## src/rtl/pipe_pkg.sv

```systemverilog
// Shared pipeline-control types: latch command encoding, the per-latch command
// bundle with its canonical patterns, and the hazard FSM state type.
package pipe_pkg;

  typedef enum logic [1:0] {
    CTR_NORMAL = 2'b00,
    CTR_SQUASH = 2'b01,
    CTR_STALL  = 2'b10
  } ctr_t;

  typedef struct packed {
    logic pc_en;
    ctr_t ifid;
    ctr_t idex;
    ctr_t exmem;
    ctr_t memwb;
  } lat_cmd_t;

  typedef enum logic {
    StRun,
    StMc
  } hz_state_e;

  localparam lat_cmd_t CmdNormal = '{
    pc_en: 1'b1, ifid: CTR_NORMAL, idex: CTR_NORMAL, exmem: CTR_NORMAL, memwb: CTR_NORMAL
  };

  localparam lat_cmd_t CmdReset = '{
    pc_en: 1'b0, ifid: CTR_SQUASH, idex: CTR_SQUASH, exmem: CTR_SQUASH, memwb: CTR_SQUASH
  };

  // WB keeps its instruction: it is the one raising the exception.
  localparam lat_cmd_t CmdFlush = '{
    pc_en: 1'b1, ifid: CTR_SQUASH, idex: CTR_SQUASH, exmem: CTR_SQUASH, memwb: CTR_NORMAL
  };

  localparam lat_cmd_t CmdMemWait = '{
    pc_en: 1'b0, ifid: CTR_STALL, idex: CTR_STALL, exmem: CTR_STALL, memwb: CTR_SQUASH
  };

  // EX holds the multi-cycle op; a bubble drains into MEM each stall cycle.
  localparam lat_cmd_t CmdMcStall = '{
    pc_en: 1'b0, ifid: CTR_STALL, idex: CTR_STALL, exmem: CTR_SQUASH, memwb: CTR_NORMAL
  };

  localparam lat_cmd_t CmdBranch = '{
    pc_en: 1'b1, ifid: CTR_SQUASH, idex: CTR_SQUASH, exmem: CTR_NORMAL, memwb: CTR_NORMAL
  };

  localparam lat_cmd_t CmdLoadUse = '{
    pc_en: 1'b0, ifid: CTR_STALL, idex: CTR_SQUASH, exmem: CTR_NORMAL, memwb: CTR_NORMAL
  };

  function automatic logic cmd_is_stall(input lat_cmd_t cmd);
    return !cmd.pc_en;
  endfunction

endpackage

```

## src/rtl/pipe_mc_timer.sv

```systemverilog
// Down-counter tracking the remaining stall cycles of a multi-cycle EX op.
// abort beats hold beats load; otherwise it counts down to zero and sticks.
module pipe_mc_timer
  import pipe_pkg::*;
#(
  parameter int unsigned MC_LAT = 4
) (
  input  logic clk,
  input  logic rst_n,
  input  logic load,
  input  logic hold,
  input  logic abort,
  output logic last,
  output logic busy
);

  localparam int unsigned CntW = (MC_LAT > 1) ? $clog2(MC_LAT) : 1;
  localparam logic [CntW-1:0] LoadVal = CntW'(MC_LAT - 2);

  logic [CntW-1:0] r_cnt;
  logic [CntW-1:0] w_cnt_d;

  always_comb begin
    w_cnt_d = r_cnt;
    if (abort) begin
      w_cnt_d = '0;
    end else if (hold) begin
      w_cnt_d = r_cnt;
    end else if (load) begin
      w_cnt_d = LoadVal;
    end else if (r_cnt != '0) begin
      w_cnt_d = r_cnt - CntW'(1);
    end
  end

  always_ff @(posedge clk or negedge rst_n) begin
    if (!rst_n) begin
      r_cnt <= '0;
    end else begin
      r_cnt <= w_cnt_d;
    end
  end

  assign last = (r_cnt == CntW'(1));
  assign busy = (r_cnt != '0);

endmodule

```

## src/rtl/pipe_hazard_ctrl.sv

```systemverilog
// Central hazard controller: priority mux producing the per-latch commands and
// PC enable, the RUN/MC FSM for multi-cycle EX ops, and a stall-cycle counter.
module pipe_hazard_ctrl
  import pipe_pkg::*;
#(
  parameter int unsigned MC_LAT = 4,
  parameter int unsigned PERF_W = 32
) (
  input  logic              clk,
  input  logic              rst_n,
  input  logic              flush,
  input  logic              mem_busy,
  input  logic              br_taken,
  input  logic              mc_start,
  input  logic              load_use,
  output logic              pc_en,
  output logic [1:0]        ctr_ifid,
  output logic [1:0]        ctr_idex,
  output logic [1:0]        ctr_exmem,
  output logic [1:0]        ctr_memwb,
  output logic              mc_busy,
  output logic [PERF_W-1:0] stall_cycles
);

  hz_state_e         r_state;
  logic              r_mc_busy;
  logic [PERF_W-1:0] r_stall_cycles;

  lat_cmd_t w_cmd;
  logic     w_mc_go;
  logic     w_tmr_load;
  logic     w_tmr_hold;
  logic     w_tmr_last;
  logic     w_tmr_busy;

  // A branch in the same cycle as mc_start wins; the op is never started.
  assign w_mc_go    = (r_state == StRun) && mc_start && !br_taken;
  assign w_tmr_load = w_mc_go && !flush && !mem_busy;
  assign w_tmr_hold = mem_busy && !flush;

  pipe_mc_timer #(
    .MC_LAT (MC_LAT)
  ) u_mc_timer (
    .clk   (clk),
    .rst_n (rst_n),
    .load  (w_tmr_load),
    .hold  (w_tmr_hold),
    .abort (flush),
    .last  (w_tmr_last),
    .busy  (w_tmr_busy)
  );

  always_comb begin
    w_cmd = CmdNormal;
    if (!rst_n) begin
      w_cmd = CmdReset;
    end else if (flush) begin
      w_cmd = CmdFlush;
    end else if (mem_busy) begin
      w_cmd = CmdMemWait;
    end else if (r_state == StMc) begin
      w_cmd = CmdMcStall;
    end else if (br_taken) begin
      w_cmd = CmdBranch;
    end else if (mc_start) begin
      w_cmd = CmdMcStall;
    end else if (load_use) begin
      w_cmd = CmdLoadUse;
    end
  end

  assign pc_en     = w_cmd.pc_en;
  assign ctr_ifid  = w_cmd.ifid;
  assign ctr_idex  = w_cmd.idex;
  assign ctr_exmem = w_cmd.exmem;
  assign ctr_memwb = w_cmd.memwb;

  // mc_busy lingers one cycle past the last MC cycle, covering the op's
  // completion cycle in EX.
  always_ff @(posedge clk or negedge rst_n) begin
    if (!rst_n) begin
      r_state   <= StRun;
      r_mc_busy <= 1'b0;
    end else if (flush) begin
      r_state   <= StRun;
      r_mc_busy <= 1'b0;
    end else if (!mem_busy) begin
      unique case (r_state)
        StRun: begin
          if (w_mc_go && (MC_LAT > 2)) begin
            r_state   <= StMc;
            r_mc_busy <= 1'b1;
          end else begin
            r_mc_busy <= 1'b0;
          end
        end
        StMc: begin
          r_mc_busy <= 1'b1;
          if (w_tmr_last || !w_tmr_busy) begin
            r_state <= StRun;
          end
        end
        default: begin
          r_state   <= StRun;
          r_mc_busy <= 1'b0;
        end
      endcase
    end
  end

  assign mc_busy = r_mc_busy;

  always_ff @(posedge clk or negedge rst_n) begin
    if (!rst_n) begin
      r_stall_cycles <= '0;
    end else if (cmd_is_stall(w_cmd)) begin
      r_stall_cycles <= r_stall_cycles + PERF_W'(1);
    end
  end

  assign stall_cycles = r_stall_cycles;

endmodule

```

## config.mk

```make
export PLATFORM = sky130hd
export DESIGN_NAME = pipe_hazard_ctrl
export DESIGN_NICKNAME = d
export VERILOG_FILES = /design/src/rtl/pipe_pkg.sv /design/src/rtl/pipe_mc_timer.sv /design/src/rtl/pipe_hazard_ctrl.sv
export SDC_FILE = /design/constraint.sdc
export NUM_CORES = 1
export LEC_CHECK = 0
export CORE_MARGIN = 2
export CORE_UTILIZATION = 48
export DETAILED_ROUTE_END_ITERATION = 7
export PLACE_DENSITY = 0.77
export SLEW_MARGIN = 20
export SYNTH_ARGS = -nofsm -noshare
export SYNTH_HDL_FRONTEND = slang
export SYNTH_SLANG_ARGS = --single-unit
```

## constraint.sdc

```tcl
create_clock -name clk -period 2.28 [get_ports clk]
set_clock_uncertainty 0.15 [all_clocks]
set_input_delay 0.456 -clock clk [delete_from_list [all_inputs] [get_ports clk]]
set_output_delay 0.456 -clock clk [all_outputs]
set_load 0.02 [all_outputs]
```

# Yosys cells after proc, flatten, opt, wreduce, memory -nomap -nowiden
# Index checks and enable logic that the tools add are counted.
# word_totals
reg_bits	36
input_bits	7
out_inout_bits	42
word_cells	42
# op_classes
add_sub_neg	2
n_eq_ne	3
muxes	19
bitwise_logic	1
reduce_logical	13
# op_table
operator	count
$mux 9	7
$add 32x1->32 const B	1
$mux 2	4
$mux 1	6
$logic_and 1x1->1	5
$logic_not 1->1	4
$ne 2x2->1 const B	2
$pmux 1 s2	2
$reduce_bool 3->1	1
$eq 2x1->1 const B	1
$reduce_and 2->1	1
$reduce_bool 2->1	1
$sub 2x1->2 const B	1
$logic_or 1x1->1	1
$not 1->1	1

# Depth between registers and ports, before layout
# Gate-level depths: netlist of the first run.
# logic_depth
depth_word	8
ltp_mapped	7
depth_no_buf	7

# Cells and area by module
# From an unflattened synthesis of the first run, not the netlist that was laid out.
# hier_totals
hier_cells	185
area_unflattened_um2	1854.3
# by_module_without_submodules
module	instances	cells_per_inst	area_per_inst_um2	seq_area_each_um2
pipe_hazard_ctrl	1	170	1721.7	850.8
pipe_mc_timer	1	15	132.6	50.0

# Worst setup path before layout of the first run
# OpenSTA, ideal clock, no wires.
# synth_timing
path_kind	input to output
from	input mem_busy
to	output ctr_idex[1]
arrival_ps	1267
required_time_ps	1674
path_slack_ps	407
path_stages	3
path_buffers	1
cell_sequence	clkbuf_1 > inv_1 > a21boi_0
# synth_between
elab_chain_len	3
# synth_rtl
item	line_no	rtl
from (decl)	pipe_hazard_ctrl.sv:12	input logic mem_busy,
$mux 9	pipe_hazard_ctrl.sv:59	end else if (mem_busy) begin
$mux 9	pipe_hazard_ctrl.sv:57	end else if (flush) begin
$mux 9	pipe_hazard_ctrl.sv:55	if (!rst_n) begin
to (decl)	pipe_hazard_ctrl.sv:18	output logic [1:0] ctr_idex,
# Every way passes these cells.

# Worst setup path in the final report of the first run
# layout_timing
from	input mc_start
to	output pc_en
# layout_between
elab_chain_len	6
# layout_rtl
item	line_no	rtl
from (decl)	pipe_hazard_ctrl.sv:14	input logic mc_start,
$mux 9	pipe_hazard_ctrl.sv:65	end else if (mc_start) begin
$mux 9	pipe_hazard_ctrl.sv:63	end else if (br_taken) begin
$mux 9	pipe_hazard_ctrl.sv:61	end else if (r_state == StMc) begin
$mux 9	pipe_hazard_ctrl.sv:59	
$mux 9	pipe_hazard_ctrl.sv:57	
$mux 9	pipe_hazard_ctrl.sv:55	
to (decl)	pipe_hazard_ctrl.sv:16	output logic pc_en,
# Every way passes these cells.

==> results of run 1 <==
where the power goes:
| part | total [µW] | internal (µW) | switching, µW |
|---|---|---|---|
| combinational | 527 | 261 | 266 |
| clock | 469 | 241 | 228 |
| sequential | 782 | 705 | 76.4 |
| total | 1780 | 1210 | 571 |
metal layers:
layer  up-vias  global-route usage, %  wire length [µm]
li1        723                      -                 -
met1       745                   28.2              1940
met2        36                   36.1              1940
met3        10                   6.16               179
met4         0                   8.85               101
met5         -                      0                 0
cells by family after synthesis:
kind of cell / after synthesis / synth area share (%)
AND/OR/NAND/NOR: 76 / 24.4
flip-flops: 36 / 49.7
XOR/XNOR: 31 / 15.0
AO/OA/AOI/OAI: 16 / 5.94
buffers and inverters: 8 / 2.07
adder cells (fa/ha/maj): 3 / 2.07
other: 1 / 0.207
multiplexers: 1 / 0.621
stage by stage:
step,TNS (ns),total power [µW],setup WS [ns],hold WS (ns),util [%]
2_1_floorplan,0,1050,0.407,0.0104,-
3_3_place_gp,-6.21,1280,-0.397,0.253,67.3
3_5_place_dp,-7.90,1300,-0.450,0.256,67.3
4_1_cts,-0.00406,1770,-0.00241,0.00106,69.8
5_1_grt,0,1880,0.00276,0.0121,70.1
6_report,0,1780,0.0673,-0.00378,70.1
cell type report:
type	instances	area [µm²]
fill	297	1080
sequential	36	901
multi-input combinational	128	901
timing repair buffer	65	579
clock buffer	6	82.6
tap	48	60.1
inverter	4	15.0
clock inverter	2	10.0
how the worst min path moves through the flow:
stage | slack (ns) | end
2_1_floorplan | 0.01 | mc_busy
3_3_place_gp | 0.25 | u_mc_timer.r_cnt[1]
3_5_place_dp | 0.26 | u_mc_timer.r_cnt[1]
4_1_cts | 0.001 | stall_cycles[29]
5_1_grt | 0.01 | stall_cycles[19]
6_report | -0.004 | stall_cycles[29]
state kept, by name (all words and copies together) (netlist names):
register / cells
mc_busy: 1
u_mc_timer.r_cnt: 2
r_state: 1
stall_cycles: 32
worst max-delay path: stages:
cell and delay (ns):
clkdlybuf4s50_1 0.44, o21ba_2 0.25, nor3_4 0.14, o21a_1 0.15
buf_2 0.16
placed cells by master, fill, tap and decap left out, types with 4 or more instances in the layout:
master	count
inv_1	4
dfrtp_1	36
nor2_1	13
and3_1	11
nor2b_1	4
clkdlybuf4s50_1	37
nand2_1	11
nand4_1	4
xnor2_1	22
a21oi_1	5
buf_4	18
clkbuf_8	6
nand3_1	16
xor2_1	9
repair_timing:
action | 4_1_cts | 5_1_grt
gates resized for setup | 20 | 12
endpoints found under the hold margin | 4 | 0
hold buffers | 1 | 0
gates cloned | 0 | 0
setup endpoints to repair | 8 | 24
==> impl_metrics.csv, run 1 <==
group,metric,value,unit
timing,slew_viol_final,0,
power_and_ir_drop,pwr_density_cell,698,nW/µm²
timing,rsz0062_at_grt,"false",
yosys,synth_nets,182,
critical_path,cp.required,1.67,ns
drt,wl_per_cell,14.4,µm
drt,first_iter_violations,72,
yosys,syn_area,1810,µm²
drt,viasPerCell,5.24,
yosys,synth_common_cells,"dfrtp_1 (36), xnor2_1 (22), nand3_1 (16)",
timing,finalCritPeriodShare,97.0,%
power_and_ir_drop,leakage,0.00121,µW
final_layout,n_antenna_cell,0,
yosys,synth_cells,172,
die,die_h,65.5,µm
drt,drc_errors,0,
drt,vias,1514,
die,chipWidth,65.5,µm
job,maxCapViolations,0,
final_layout,nets,250,
critical_path,arrival,1.61,ns
yosys,ys.flop_type,"dfrtp_1",
yosys,synth_area_leaders,"dfrtp_1 (50%), xnor2_1 (11%), nand3_1 (4.4%)",
hold_path,hold_path_class,"in -> async",
placed_design,port_buffers,47,
grt,grt_pass1_wl,7.20,mm
grt,grt_usage,22.3,%
placed_design,place_area,2440,µm²
die,fp-row-count,22,
drt,dr.pass1.iters,4,
critical_path,r2r_setup_slack,0.31,ns
cts,cts_tree,"yes",
final_layout,area_growth,40.6,%
placed_design,dp_cells,280,
die,die-area,4280,µm²
final_layout,drive_gt1_share,17.4,%
critical_path,cp-end-kind,"primary output",
yosys,synth.top_cell.area_share,49.7,%
critical_path,startpoint,"mc_start",
critical_path,r2r-end,"stall_cycles[30]",
critical_path,reg2reg_depth,5,
critical_path,crit_fanout,3,
die,io_pins,49,
placed_design,gp_congestion,0.872,
cts,path_clk_slew,0.07,ns
yosys,yosysUniqueCellTypes,33,
final_layout,final_cell_area,2550,µm²
yosys,synth_most_common_cell,"dfrtp_1",
die,start_util,49.9,%
run_status,status,"finished, violations left",
timing,holdWs,-0.00378,ns
timing,fin_crit,2.21,ns
final_layout,stdcell_count,289,
critical_path,start_kind,"input port",
cts,worstSkewPairLatency,0.29,ns
timing,hold_viol_final,8,
yosys,yosys.area.top_type,"dfrtp_1",
critical_path,reg2reg_from,"stall_cycles[3]",
drt,ant_nets,0,
yosys,yosys_warnings,0,
yosys,avgSynthCellArea,10.5,µm²
cts,cts-buffers-inserted,5,
placed_design,hpwl,3.00,mm
yosys,synth_edf_count,0,
yosys,ys_seq_area_share,49.7,%
critical_path,endpoint,"pc_en",
timing,finalSetupViolations,0,
cts,clockRootBuffer,"clkbuf_8",
cts,cts_sinks,36,
cts,postCtsSetupBuffers,0,
grt,grt_antenna_before_repair,0,
die,core_area,3630,µm²
power_and_ir_drop,max-vdd-ir-drop,0.685,mV
grt,grt_max_degree,19,
run_status,violations,"negative hold slack",
critical_path,worst-setup-path-type,"in -> out",
grt,grt_pass1_vias,1548,
cts,cts_buffer_depth,2,
drt,drt_wl_total,4.16,mm
yosys,async_flop_share,100,%
cts,htree_levels,2,
grt,grt_overflow_total,0,
yosys,ys_seq_elements,36,
timing,clock.fmax,452,MHz
No activity file was read; power rests on OpenSTA's default activity.
==> run 2, diff against run 1 <==
--- a/config.mk
+++ b/config.mk
@@ -9,6 +9,7 @@
 export CORE_UTILIZATION = 48
 export DETAILED_ROUTE_END_ITERATION = 7
 export PLACE_DENSITY = 0.77
+export SKIP_CTS_REPAIR_TIMING = 1
 export SLEW_MARGIN = 20
 export SYNTH_ARGS = -nofsm -noshare
 export SYNTH_HDL_FRONTEND = slang
==> run 2 against run 1 <==
The flow still finishes with violations (negative hold slack). Clock-buffer cell count is the same. Global-route usage down 0.55 points. Cell area grew 0.93%. Register-to-register slack barely moved. Setup slack improved by 0.0052 ns. Critical path type unchanged. Highest routed layer unchanged.
==> impl_metrics.csv, run 2 (same netlist as run 1, synthesis figures left out) <==
group,metric,value,unit
timing,hold_viol_final,7,
cts,worstSkewPairLatency,0.29,ns
run_status,violations,"negative hold slack",
drt,drt_wl_total,4.08,mm
drt,dr.pass1.iters,4,
placed_design,dp_cells,280,
critical_path,arrival,1.60,ns
die,fp-row-count,22,
timing,rsz0062_at_grt,"false",
cts,cts_buffer_depth,2,
grt,grt_max_degree,19,
critical_path,worst-setup-path-type,"in -> out",
final_layout,layout_common_cells,"clkdlybuf4s50_1 (37), dfrtp_1 (36), xnor2_1 (22)",
run_status,status,"finished, violations left",
final_layout,final_cell_area,2570,µm²
die,start_util,49.9,%
final_layout,layout_commonest_cell,"clkdlybuf4s50_1",
placed_design,place_area,2440,µm²
drt,wl_per_cell,14.1,µm
cts,cts-buffers-inserted,5,
power_and_ir_drop,combinationalPowerShare,29.6,%
cts,clockRootBuffer,"clkbuf_8",
critical_path,crit_chain,"clkdlybuf4s50_1 > buf_4 > nor2b_2 > nor2_1 > a21boi_0 > clkbuf_2",
drt,drc_errors,0,
power_and_ir_drop,p_sw,566,µW
critical_path,cp-end-kind,"primary output",
timing,fin_crit,2.21,ns
grt,grt_usage,21.7,%
power_and_ir_drop,power.share.switching,31.9,%
power_and_ir_drop,power_frac_clock,26.3,%
drt,first_iter_violations,71,
critical_path,crit_path_max_incr_delay,0.42,ns
final_layout,drive_gt1_share,16.6,%
critical_path,cp_slowest_cell,"clkdlybuf4s50_1",
critical_path,crit_fanout,3,
final_layout,fillers,285,
cts,cts_tree,"yes",
job,maxCapViolations,0,
critical_path,cp.required,1.67,ns
grt,grt_overflow_total,0,
critical_path,start_kind,"input port",
cts,htree_levels,2,
final_layout,area_growth,41.9,%
die,core_area,3630,µm²
drt,ant_nets,0,
timing,clock.fmax,453,MHz
placed_design,port_buffers,47,
timing,finalSetupViolations,0,
timing,holdWs,-0.00349,ns
power_and_ir_drop,internal_power,1210,µW
placed_design,dpl_worst_slack,-0.450,ns
hold_path,hold_path_class,"in -> async",
final_layout,nets,250,
die,io_pins,49,
power_and_ir_drop,pwr_density_cell,690,nW/µm²
die,die_h,65.5,µm
power_and_ir_drop,leakage,0.00125,µW
grt,grt_pass1_vias,1543,
final_layout,stdcell_count,289,
drt,viasPerCell,5.26,
grt,grt_pass1_wl,7.04,mm
placed_design,gp_congestion,0.872,
timing,finalCritPeriodShare,96.8,%
timing,slew_viol_final,0,
power_and_ir_drop,seq_power_share,44.1,%
placed_design,hpwl,3.00,mm
die,chipWidth,65.5,µm
final_layout,n_antenna_cell,0,
final_layout,utilization,70.8,%
timing,fin_ws,0.0725,ns
cts,cts_sinks,36,
grt,grt_antenna_before_repair,0,
power_and_ir_drop,max-vdd-ir-drop,0.678,mV
die,die-area,4280,µm²
drt,vias,1519,
cts,path_clk_slew,0.07,ns
final_layout,largest_reg_flops,32,
-- run 2: cell types whose count changed in the layout (fill, tap and decap cells not counted), sizes merged --
cell,change
dlymetal6s2s,+5
dlygate4sd2,-3
buf,-2
-- run 2: metal layers --
metal / vias to the layer above / global-route usage (%) / wire (µm)
met5: - / 0 / 0
met4: 0 / 9.38 / 74
met3: 8 / 5.99 / 184
met2: 37 / 34.9 / 1920
met1: 752 / 27.4 / 1890
li1: 722 / - / -
-- run 2: final timing paths --
check | startpoint | endpoint | slack, ns | depth (start not counted)
min in group clk | stall_cycles[31] | stall_cycles[31] | 0.32 | 1
max in group asynchronous | rst_n | stall_cycles[1] | 1.18 | 3
setup reg to reg | stall_cycles[3] | stall_cycles[30] | 0.31 | 5
setup / recovery | br_taken | ctr_idex[1] | 0.07 | 6
hold / removal | rst_n | stall_cycles[29] | -0.003 | 2
hold reg to reg | stall_cycles[31] | stall_cycles[31] | 0.32 | 1
-- run 2: metrics by stage --
| step | setup TNS (ns) | total power (µW) |
|---|---|---|
| after detailed placement | -7.90 | 1300 |
| final | 0 | 1780 |
| after floorplan | 0 | 1050 |
| after CTS | -2.42 | 1770 |
| after global routing | 0 | 1880 |
| after global placement | -6.21 | 1280 |
-- run 2: power by group through the flow --
stage                     clock (µW)  sequential, µW  combinational, µW
after global placement             0             784                494
final                            467             783                525
after floorplan                    0             852                201
after CTS                        476             781                517
after detailed placement           0             792                512
after global routing             518             793                572
-- run 2: area by class of cell --
type,instances,area [µm²],share of cell area (%)
flip-flops and latches,36,901,35.0
multi-input cells,128,901,35.0
repair buffers,65,603,23.4
clock buffers,6,82.6,3.21
well taps,48,60.1,2.33
inverters,4,15.0,0.584
clock inverters,2,10.0,0.389
-- run 2: critical path, delay by kind of cell --
kind,cells,cell delay [ns]
compound gates,1,0.19
buf+inv,3,0.77
simple gates,2,0.19
==> run 3, diff against run 2 <==
--- a/config.mk
+++ b/config.mk
@@ -5,9 +5,11 @@
 export SDC_FILE = /design/constraint.sdc
 export NUM_CORES = 1
 export LEC_CHECK = 0
+export ABC_AREA = 1
 export CORE_MARGIN = 2
-export CORE_UTILIZATION = 48
+export CORE_UTILIZATION = 51
 export DETAILED_ROUTE_END_ITERATION = 7
+export GPL_ROUTABILITY_DRIVEN = 0
 export PLACE_DENSITY = 0.77
 export SKIP_CTS_REPAIR_TIMING = 1
 export SLEW_MARGIN = 20
==> run 3 against run 2 <==
The flow still finishes with violations (negative hold slack). Clock power decreased by 7.3%. Clock-buffer cell count is the same. Critical path depth unchanged. Via count up 39%. Cell count rose by 44%. Sequential power is 4.1% higher. Cell area is 13% higher. Fmax rose by 0.48%. Global-route usage grew 0.60 points. Synthesized area grew 25%. Register-to-register slack better by 0.10 ns. Wire length grew 24%. Largest power group unchanged.
==> impl_metrics.csv, run 3 <==
group,metric,value,unit
grt,grt_usage,22.3,%
drt,viasPerCell,5.09,
critical_path,reg2reg_depth,8,
yosys,avgSynthCellArea,7.52,µm²
critical_path,endpoint,"ctr_exmem[0]",
cts,htree_levels,2,
drt,drc_errors,0,
critical_path,cp_slowest_cell,"clkdlybuf4s50_1",
grt,grt_pass1_wl,8.96,mm
final_layout,area_growth,28.9,%
die,die_h,70.6,µm
final_layout,n_antenna_cell,0,
yosys,synth_common_cells,"nand2_1 (90), dfrtp_1 (36), inv_1 (36)",
yosys,synth_nets,311,
critical_path,cp-end-kind,"primary output",
power_and_ir_drop,leakage,0.00136,µW
yosys,synth_most_common_cell,"nand2_1",
cts,cts_buffer_depth,2,
power_and_ir_drop,max-vdd-ir-drop,0.501,mV
grt,grt_antenna_before_repair,0,
die,fp-row-count,24,
timing,slew_viol_final,0,
cts,cts-buffers-inserted,5,
yosys,synth.top_cell.area_share,39.8,%
cts,clockRootBuffer,"clkbuf_8",
final_layout,layout_commonest_cell,"nand2_1",
final_layout,layout_common_cells,"nand2_1 (90), clkdlybuf4s50_1 (38), inv_1 (36), dfrtp_1 (36), nor2_1 (31)",
timing,clock.fmax,455,MHz
critical_path,cp.depth,6,
critical_path,arrival,1.59,ns
timing,finalCritPeriodShare,96.4,%
final_layout,utilization,67.5,%
yosys,syn_area,2260,µm²
yosys,synth_edf_count,0,
critical_path,start_kind,"input port",
placed_design,port_buffers,47,
timing,hold_viol_final,11,
die,chipWidth,70.6,µm
drt,vias,2111,
critical_path,startpoint,"br_taken",
critical_path,crit_path_max_incr_delay,0.50,ns
yosys,ys_seq_area_share,39.8,%
run_status,status,"finished, violations left",
job,maxCapViolations,0,
yosys,synth_cells,301,
timing,fin_crit,2.20,ns
cts,worstSkewPairLatency,0.29,ns
power_and_ir_drop,power.total,1820,µW
drt,drt_wl_total,5.04,mm
timing,rsz0062_at_grt,"false",
critical_path,reg2reg_from,"stall_cycles[0]",
drt,ant_nets,0,
drt,first_iter_violations,148,
yosys,async_flop_share,100,%
die,start_util,52.3,%
die,core_area,4320,µm²
critical_path,r2r_setup_slack,0.41,ns
cts,path_clk_slew,0.07,ns
grt,grt_max_degree,42,
timing,finalSetupViolations,0,
yosys,ys_seq_elements,36,
die,io_pins,49,
grt,grt_pass1_vias,2005,
cts,cts_tree,"yes",
critical_path,cp.required,1.67,ns
yosys,ys.flop_type,"dfrtp_1",
critical_path,worst-setup-path-type,"in -> out",
hold_path,hold_path_class,"in -> async",
final_layout,nets,373,
final_layout,drive_gt1_share,14.3,%
final_layout,largest_reg_flops,32,
run_status,violations,"negative hold slack",
yosys,synth_area_leaders,"dfrtp_1 (40%), nand2_1 (15%), inv_1 (6.0%)",
grt,grt_overflow_total,0,
die,die-area,4990,µm²
critical_path,crit_buf_inv,4,
drt,dr.pass1.iters,4,
critical_path,crit_chain,"clkdlybuf4s50_1 > inv_2 > buf_4 > a21oi_1 > o21ai_0 > dlymetal6s2s_1",
power_and_ir_drop,pwr_density_cell,623,nW/µm²
critical_path,cp_top_family,"buffers and inverters",
critical_path,r2r-end,"stall_cycles[20]",
yosys,yosysUniqueCellTypes,29,
yosys,yosys.area.top_type,"dfrtp_1",
cts,cts_sinks,36,
critical_path,crit_fanout,3,
timing,holdWs,-0.00727,ns
drt,wl_per_cell,12.2,µm
yosys,yosys_warnings,0,
placed_design,hpwl,3.90,mm
==> run 3: changes by cell type after synthesis, sizes merged, moves of 3 or more <==
cell    delta
nand2     +88
inv       +38
nor2      +28
and3      -11
nand3     +11
nand4      +8
xnor2      -8
xor2       -7
nor2b      -5
and2       -3
and4       -3
buf        +3
nand3b     +3
==> run 3: metrics by stage <==
step / hold slack, ns / cells / area (µm²) / setup slack [ns] / setup TNS [ns]
6_report: -0.00727 / 415 / 2920 / 0.0830 / 0
2_1_floorplan: 0.0104 / 301 / 2260 / 0.156 / 0
3_5_place_dp: 0.316 / 408 / 2840 / -0.332 / -2.15
4_1_cts: 0.00187 / 415 / 2920 / -0.339 / -2.11
5_1_grt: 0.0210 / 415 / 2920 / 0.00392 / 0
3_3_place_gp: 0.311 / 408 / 2840 / -0.296 / -1.86
==> run 3: report_power, final <==
part / switching, µW / internal (µW)
registers: 95.4 / 720
logic: 317 / 251
clock network: 226 / 208
total: 638 / 1180
==> run 3: cell families (layout without fill, tap and decap cells) <==
family                     count (synthesis)  count (layout)  share of synthesized area [%]
and+or+nand+nor                          186             186                           40.1
buffers and inverters                     47             109                           9.12
DFF                                       36              36                           39.8
xor gates and xnor gates                  16              16                           6.19
AOI/OAI and AO/OA                         12              12                           2.93
adders and majority gates                  3               3                           1.66
other                                      1               1                          0.166
==> run 3: final cells by class <==
cell class | count | area (µm²)
well taps | 52 | 65.1
inverters | 42 | 158
flip-flops and latches | 36 | 901
clock buffers | 6 | 72.6
clock inverters | 1 | 5.00
repair buffers | 60 | 561
multi-input cells | 218 | 1160
fillers | 392 | 1410
==> run 3: metal layers <==
layer | track usage [%] | wire length [µm]
met4 | 7.55 | 88
met1 | 31.3 | 2360
met2 | 34.6 | 2340
met5 | 0 | 0
met3 | 4.84 | 252
==> run 3: worst min-delay path by stage <==
stage	startpoint	end	slack (ns)	depth (start not counted)
floorplan	rst_n	mc_busy	0.01	0
global placement	rst_n	mc_busy	0.31	2
detailed placement	rst_n	stall_cycles[14]	0.32	2
CTS	rst_n	stall_cycles[14]	0.002	2
global route	rst_n	mc_busy	0.02	2
finish	rst_n	stall_cycles[14]	-0.007	2
